--- src/rtl/ifu.sv ---
// Instruction fetch unit: one outstanding valid/ready read per instruction, held for the core until consumed.
// Optional IFU_ALIGN_CHECK_EN: misaligned pc faults locally without touching memory.
module ifu #(
  parameter int unsigned          ADDR_W = 32,
  parameter int unsigned          INST_W = 32,
  parameter logic [INST_W-1:0]    NOP    = 32'h00000013
) (
  input  logic              clk,
  input  logic              rst,
  input  logic [ADDR_W-1:0] pc,
  input  logic              pc_valid,
  input  logic              flush,
  output logic [INST_W-1:0] inst,
  output logic [ADDR_W-1:0] inst_pc,
  output logic              inst_valid,
  output logic              inst_err,
  input  logic              inst_ready,
  output logic              imem_arvalid,
  output logic [ADDR_W-1:0] imem_araddr,
  input  logic              imem_arready,
  input  logic              imem_rvalid,
  input  logic [INST_W-1:0] imem_rdata,
  input  logic [1:0]        imem_rresp,
  output logic              imem_rready
);

  localparam logic [1:0] IDLE = 2'd0;
  localparam logic [1:0] AR   = 2'd1;
  localparam logic [1:0] R    = 2'd2;
  localparam logic [1:0] HOLD = 2'd3;

  logic [1:0] state;
  logic       drop;

  // Handshake outputs are registered and updated on the same edge as the state change.
  always_ff @(posedge clk or negedge rst) begin
    if (!rst) begin
      state        <= IDLE;
      drop         <= 1'b0;
      imem_arvalid <= 1'b0;
      imem_araddr  <= '0;
      imem_rready  <= 1'b0;
      inst_valid   <= 1'b0;
      inst         <= NOP;
      inst_pc      <= '0;
      inst_err     <= 1'b0;
    end else begin
      case (state)
        IDLE: begin
          if (pc_valid && !flush) begin
`ifdef IFU_ALIGN_CHECK_EN
            if (pc[1:0] != 2'b00) begin
              inst       <= NOP;
              inst_err   <= 1'b1;
              inst_pc    <= pc;
              inst_valid <= 1'b1;
              state      <= HOLD;
            end else begin
              imem_araddr  <= {pc[ADDR_W-1:2], 2'b00};
              inst_pc      <= pc;
              imem_arvalid <= 1'b1;
              state        <= AR;
            end
`else
            imem_araddr  <= {pc[ADDR_W-1:2], 2'b00};
            inst_pc      <= pc;
            imem_arvalid <= 1'b1;
            state        <= AR;
`endif
          end
        end
        AR: begin
          // The request stays up until accepted; a flush only marks its data for discard.
          if (flush) drop <= 1'b1;
          if (imem_arready) begin
            imem_arvalid <= 1'b0;
            imem_rready  <= 1'b1;
            state        <= R;
          end
        end
        R: begin
          if (imem_rvalid) begin
            imem_rready <= 1'b0;
            if (drop || flush) begin
              drop  <= 1'b0;
              state <= IDLE;
            end else begin
              inst       <= imem_rdata;
              inst_err   <= (imem_rresp != 2'b00);
              inst_valid <= 1'b1;
              state      <= HOLD;
            end
          end else if (flush) begin
            drop <= 1'b1;
          end
        end
        HOLD: begin
          if (flush || inst_ready) begin
            inst_valid <= 1'b0;
            state      <= IDLE;
          end
        end
        default: state <= IDLE;
      endcase
    end
  end

endmodule

--- config.mk ---
export PLATFORM = sky130hd
export DESIGN_NAME = ifu
export DESIGN_NICKNAME = d
export VERILOG_FILES = /design/src/rtl/ifu.sv
export SDC_FILE = /design/constraint.sdc
export NUM_CORES = 1
export LEC_CHECK = 0
export ABC_AREA = 0
export CORE_ASPECT_RATIO = 1.5
export CORE_MARGIN = 10
export CORE_UTILIZATION = 34
export CTS_CLUSTER_DIAMETER = 60
export DETAILED_ROUTE_END_ITERATION = 12
export GPL_TIMING_DRIVEN = 0
export PLACE_DENSITY = 0.76
export SETUP_SLACK_MARGIN = 0.1
export SLEW_MARGIN = 20
export SYNTH_ARGS = -nofsm -noshare
export SYNTH_HDL_FRONTEND = slang
export SYNTH_SLANG_ARGS = --single-unit
--- constraint.sdc ---
create_clock -name clk -period 1.6 [get_ports clk]
set_input_delay 0.24 -clock clk [delete_from_list [all_inputs] [get_ports clk]]
set_output_delay 0.24 -clock clk [all_outputs]
set_load 0.05 [all_outputs]
**Word-level counts from Yosys, hierarchy flattened**

Cells that the tools add are included.

- $lt $le $gt $ge: 0
- Reductions and logical operators: 16
- Eq/ne operators: 9
- Div/mod/pow operators: 0
- Muxes and demuxes: 20
- $add $sub $neg: 0
- Shift operators: 0
- Multiply operators: 0
- Bitwise gates (word level): 1

Operators by type and width:

| cell | count |
|---|---|
| 1-bit two-way mux | 10 |
| 2-bit two-way mux | 5 |
| 2-bit inequality test (second input constant) | 5 |
| 3-bit AND reduction | 3 |
| 1-bit case mux with 2 select lines | 4 |
| 2-bit case mux with 4 select lines | 1 |
| 4-bit AND reduction | 2 |
| 2-bit nonzero test | 4 |
| 2-bit == test (second input constant) | 2 |
| 2-bit AND reduction | 2 |
| 3-bit inequality test (second input constant) | 1 |
| 2-bit by 1-bit == test with 1-bit output (second input constant) | 1 |
| 2-bit logical NOT | 1 |
| 1-bit logical OR | 2 |
| 1-bit logical AND | 1 |
| 1-bit logical NOT | 1 |
| 1-bit inverter | 1 |

- Output and inout port bits: 100
- Memory bits (read-only): 0
- Bits in latches: 0
- Flip-flop bits (word level): 101
- Input port bits: 73
- Logic and storage cells: 55
- Bits in writable memories: 0
- Memories: 0

**Logic depth before layout (Yosys ltp)**

- Depth after elaboration: 4
- Gate-level depth with buffers: 5
- Gate-level depth less buffers: 3

**Least setup slack after synthesis**

OpenSTA, ideal clock, no wires.

- Path type: reg-to-reg
- From: register state[1]
- To: register inst[21]
- Arrival: 1.421 ns
- Path buffers: 2
- Library setup time: 0.125 ns
- Path slack: 0.054 ns
- Cell stages (with the launch flop): 6
- Required time: 1.475 ns
- Cell sequence: dfrtp_1 clkbuf_2 nand2_4 nor4_4 buf_6 mux2_2

- Cells in the longest elaborated chain, start to end: 2

Ends and longest elaborated chain:

| what | line | RTL |
|---|---|---|
| from (decl) | 32 | `logic [1:0] state;` |
| from (signal assigned) | 38 | `state <= IDLE;` |
| from (signal assigned) | 68 | `state <= AR;` |
| from (signal assigned) | 78 | `state <= R;` |
| 2-bit == test | 48 | `case (state)` |
| 3-bit AND reduction (no line) | -- |  |
| to (signal assigned) | 88 | `inst <= imem_rdata;` |
| to (decl) | 13 | `output logic [INST_W-1:0] inst,` |

No other way between the ends.
A chain may end at the register's enable or synchronous reset.

**Worst setup path after layout**

- From: register state[1]
- To: register inst_pc[17]

- Cells in the longest elaborated chain, start to end: 2

Ends and longest elaborated chain:

| what | line | RTL |
|---|---|---|
| 2-bit logical NOT | 48 |  |
| 2-bit AND reduction (no line) | -- |  |
| to (signal assigned) | 66 | `inst_pc <= pc;` |
| to (decl) | 14 | `output logic [ADDR_W-1:0] inst_pc,` |

No other way between the ends.

==> results.env <==
RUN_STATUS='finished with violations'
VIOLATIONS='negative setup slack'
DETAILED_PLACE_HPWL_UM=6890
CRITPATHLAUNCHTYPE='flop'
R2R_PATH_START='state[1]'
HOLD_SP='flush'
WORSTPATHMAXFANOUT=6
FINAL_CRITICAL_PATH_SETUP_SLACK_PS=-21.9
VIAS_IN_THE_FIRST_GLOBAL_ROUTE=2724
CTS_ROOT_BUF='sky130_fd_sc_hd__clkbuf_16'
TIMING.HOLD.WORST.CLASS='primary input to flop'
WORST_SETUP_EP_TYPE='flop'
GLOBAL_ROUTE_WIRE_LENGTH_BEFORE_REPAIR_UM=15000
ROUTE.FINAL.WIRE_LENGTH_UM=9440
INITIAL_STANDARD_CELL_UTILIZATION_OF_THE_CORE_PCT=34.5
NETS=482
INSERTION_DELAY_PS=330
MIN_PERIOD_PS=1620
IO-PIN-COUNT=173
HOLD_VIOL_FINAL=0
CRIT_TYPE='flop to flop'
YOSYSWARNINGCOUNT=0
GR-USAGE-ALL-LAYERS_PCT=14.2
DIE_HEIGHT_UM=136
CP_DATA_ARRIVAL_TIME_PS=1830
ROUTE.DETAILED.DRC=0
MAX_FREQ_MHz=617
GRT-OVFL-TOTAL=0
FINAL.SETUP.TNS_PS=-119
SYNTH-SEQ-AREA-SHARE_PCT=58.8
DIE_AREA_UM2=13200
GRT_ANTENNA_BEFORE_REPAIR=0
CORE-AREA_UM2=8780
UNREPAIRED_SETUP_ENDPOINTS_AFTER_GLOBAL_ROUTING='yes'
TIMING.FINAL.MAX_SLEW_VIOLATIONS=0
SYN-INSTANCE-COUNT=205
FRACTION_OF_LAYOUT_CELLS_WITH_A_SIZE_SUFFIX_ABOVE_1_PCT=48.3
CLK_PIN_SLEW_PS=60
CTS-ROOT-TO-SINK-BUFFERS=2
TRITONCTS='built'
FP-ROW-COUNT=42
SYNTHESIS.AREA_PER_INSTANCE_UM2=14.8
SYNTHDISTINCTLIBCELLS=27
MEAN_ROUTED_WIRELENGTH_PER_CELL_UM=18.0
YOSYS_REGISTER_BITS=71
AREA_DELTA_SYNTH_FINAL_PCT=89.3
DETAILEDROUTE.FIRSTITERATIONVIOLATIONS=74
ANT_NETS=0
CRITICAL_PATH.STARTPOINT='state[1]'
LAYOUT_COMMONEST_CELL='sky130_fd_sc_hd__clkdlybuf4s50_1'
TIMING.CRITICAL_PATH.REQUIRED_PS=1810
H-TREE-DEPTH=3
AVGVIACOUNTPERCELL=4.49
PERIOD_UTILIZATION_PCT=101
SYNTHESIS.AREA_UM2=3030
DRT_FIRST_PASS_ITERS=4
INSERTEDDIODECOUNT=0
GP_CONGESTION=0.766
IO_BUFFER_COUNT=169
DIE_W_UM=97.1
GRT_START_MAX_NET_PINS=44
DRV_CAP=0
PIN_SLEW_WITH_THE_LEAST_HEADROOM_TO_ITS_LIMIT_PS=534
FINAL_SETUP_VIOLATIONS=11
CLKSINKCOUNT=71
SLEW_HEADROOM_PCT=64.5
FINAL_SETUP_SKEW_PS=4.47
DETAILED_ROUTE_VIA_COUNT=2352
LAYOUT.CELLS.MOST_COMMON_LIST='sky130_fd_sc_hd__clkdlybuf4s50_1 (69), sky130_fd_sc_hd__dfrtp_1 (68), sky130_fd_sc_hd__mux2_4 (62)'
CTS-BUFFERS-INSERTED=9
==> per-stage QoR <==
step / instances / hold slack (ps) / util (%) / cell area, um^2 / setup slack (ps)
floorplan: 206 / -55.6 / - / 3040 / 84.8
global placement: 485 / 462 / 55.5 / 4870 / -2160
detailed placement: 486 / 188 / 55.7 / 4890 / -447
CTS: 524 / 278 / 66.1 / 5800 / -62.3
global route: 524 / 316 / 65.3 / 5730 / -70.4
finish: 524 / 291 / 65.3 / 5730 / -21.9
==> timing repair <==
| action | CTS | global route |
|---|---|---|
| hold endpoints to repair | 27 | 0 |
| gates cloned | 6 | 0 |
| pin swaps | 1 | 1 |
| resized for setup | 261 | 53 |
| endpoints found under the setup margin | 161 | 108 |
| setup buffers | 15 | 3 |
| hold buffers | 1 | 0 |
==> metal layers <==
metal	routed length, um	track usage (%)
met1	3430	14.4
met2	4790	24.3
met3	1060	6.54
met4	163	6.83
met5	0	0
==> layout make-up <==
cell class              count  area [um^2]
clock buffers              13          270
clock inverters             3         40.0
fillers                   670         3040
inverters                   2         7.51
multi-input cells          92         1170
flip-flops and latches     71         1780
plain buffers              41          365
repair buffers            192         1960
well taps                 110          138
==> logic make-up (layout without fill, tap and decap cells) <==
| family | count (synthesis) | count (layout) | share of synthesized area, % |
|---|---|---|---|
| AND/OR/NAND/NOR | 11 | 11 | 3.10 |
| other | 1 | 2 | 0.124 |
| multiplexers | 66 | 66 | 24.5 |
| flip-flops | 71 | 71 | 58.8 |
| buffers and inverters | 43 | 251 | 10.6 |
| AO/OA/AOI/OAI | 13 | 13 | 2.85 |
==> cell usage after synthesis <==
| library cell | n | share of area, % |
|---|---|---|
| sky130_fd_sc_hd__o22ai_1 | 1 | 0.21 |
| sky130_fd_sc_hd__o211ai_1 | 1 | 0.25 |
| sky130_fd_sc_hd__dfstp_2 | 3 | 2.6 |
| sky130_fd_sc_hd__a21oi_1 | 3 | 0.50 |
| sky130_fd_sc_hd__inv_1 | 2 | 0.25 |
| sky130_fd_sc_hd__nand2b_4 | 1 | 0.45 |
| sky130_fd_sc_hd__o21ai_0 | 3 | 0.50 |
| sky130_fd_sc_hd__buf_2 | 1 | 0.17 |
| sky130_fd_sc_hd__nor2_1 | 4 | 0.50 |
| sky130_fd_sc_hd__buf_4 | 36 | 8.9 |
| sky130_fd_sc_hd__buf_6 | 3 | 1.1 |
| sky130_fd_sc_hd__a32o_1 | 1 | 0.33 |
| sky130_fd_sc_hd__nand2b_1 | 1 | 0.21 |
| sky130_fd_sc_hd__a22o_1 | 2 | 0.58 |
| sky130_fd_sc_hd__clkbuf_2 | 1 | 0.17 |
| sky130_fd_sc_hd__nor3_4 | 1 | 0.54 |
| sky130_fd_sc_hd__dfrtp_1 | 68 | 56 |
| sky130_fd_sc_hd__conb_1 | 1 | 0.12 |
| sky130_fd_sc_hd__o21bai_1 | 1 | 0.25 |
| sky130_fd_sc_hd__mux2_1 | 3 | 1.1 |
| sky130_fd_sc_hd__nor2b_1 | 1 | 0.21 |
| sky130_fd_sc_hd__mux2_2 | 62 | 23 |
| sky130_fd_sc_hd__nor4_4 | 1 | 0.70 |
| sky130_fd_sc_hd__mux2i_1 | 1 | 0.33 |
| sky130_fd_sc_hd__a21o_1 | 1 | 0.25 |
| sky130_fd_sc_hd__nand2_1 | 1 | 0.12 |
| sky130_fd_sc_hd__nand2_4 | 1 | 0.37 |
==> state kept, by name, summed over array words and instances (netlist names) <==
| register | cells |
|---|---|
| state | 2 |
| drop | 1 |
| imem_rready | 1 |
| imem_araddr | 1 |
| inst | 32 |
| inst_valid | 1 |
| inst_err | 1 |
| imem_arvalid | 1 |
| inst_pc | 31 |
==> final timing paths <==
path | depth (start not counted) | end | slack [ps]
worst max-delay path | 7 | inst_pc[17] | -20
worst min-delay path | 3 | drop | 290
worst max register to register | 7 | inst_pc[17] | -20
worst min register to register | 1 | inst_valid | 500
max in group asynchronous | 3 | inst[1] | 590
min in group asynchronous | 2 | inst_pc[14] | 380
==> worst max-delay path, stage by stage, from the launching register on <==
cell,delay (ps)
sky130_fd_sc_hd__dfrtp_1,380
sky130_fd_sc_hd__buf_8,140
sky130_fd_sc_hd__nand2b_4,150
sky130_fd_sc_hd__nor3_4,150
sky130_fd_sc_hd__buf_12,160
sky130_fd_sc_hd__buf_12,110
sky130_fd_sc_hd__buf_8,110
sky130_fd_sc_hd__mux2_4,300
Power is not shown: default switching activity piles up to over one toggle a cycle in this logic, so the estimate is an artifact.
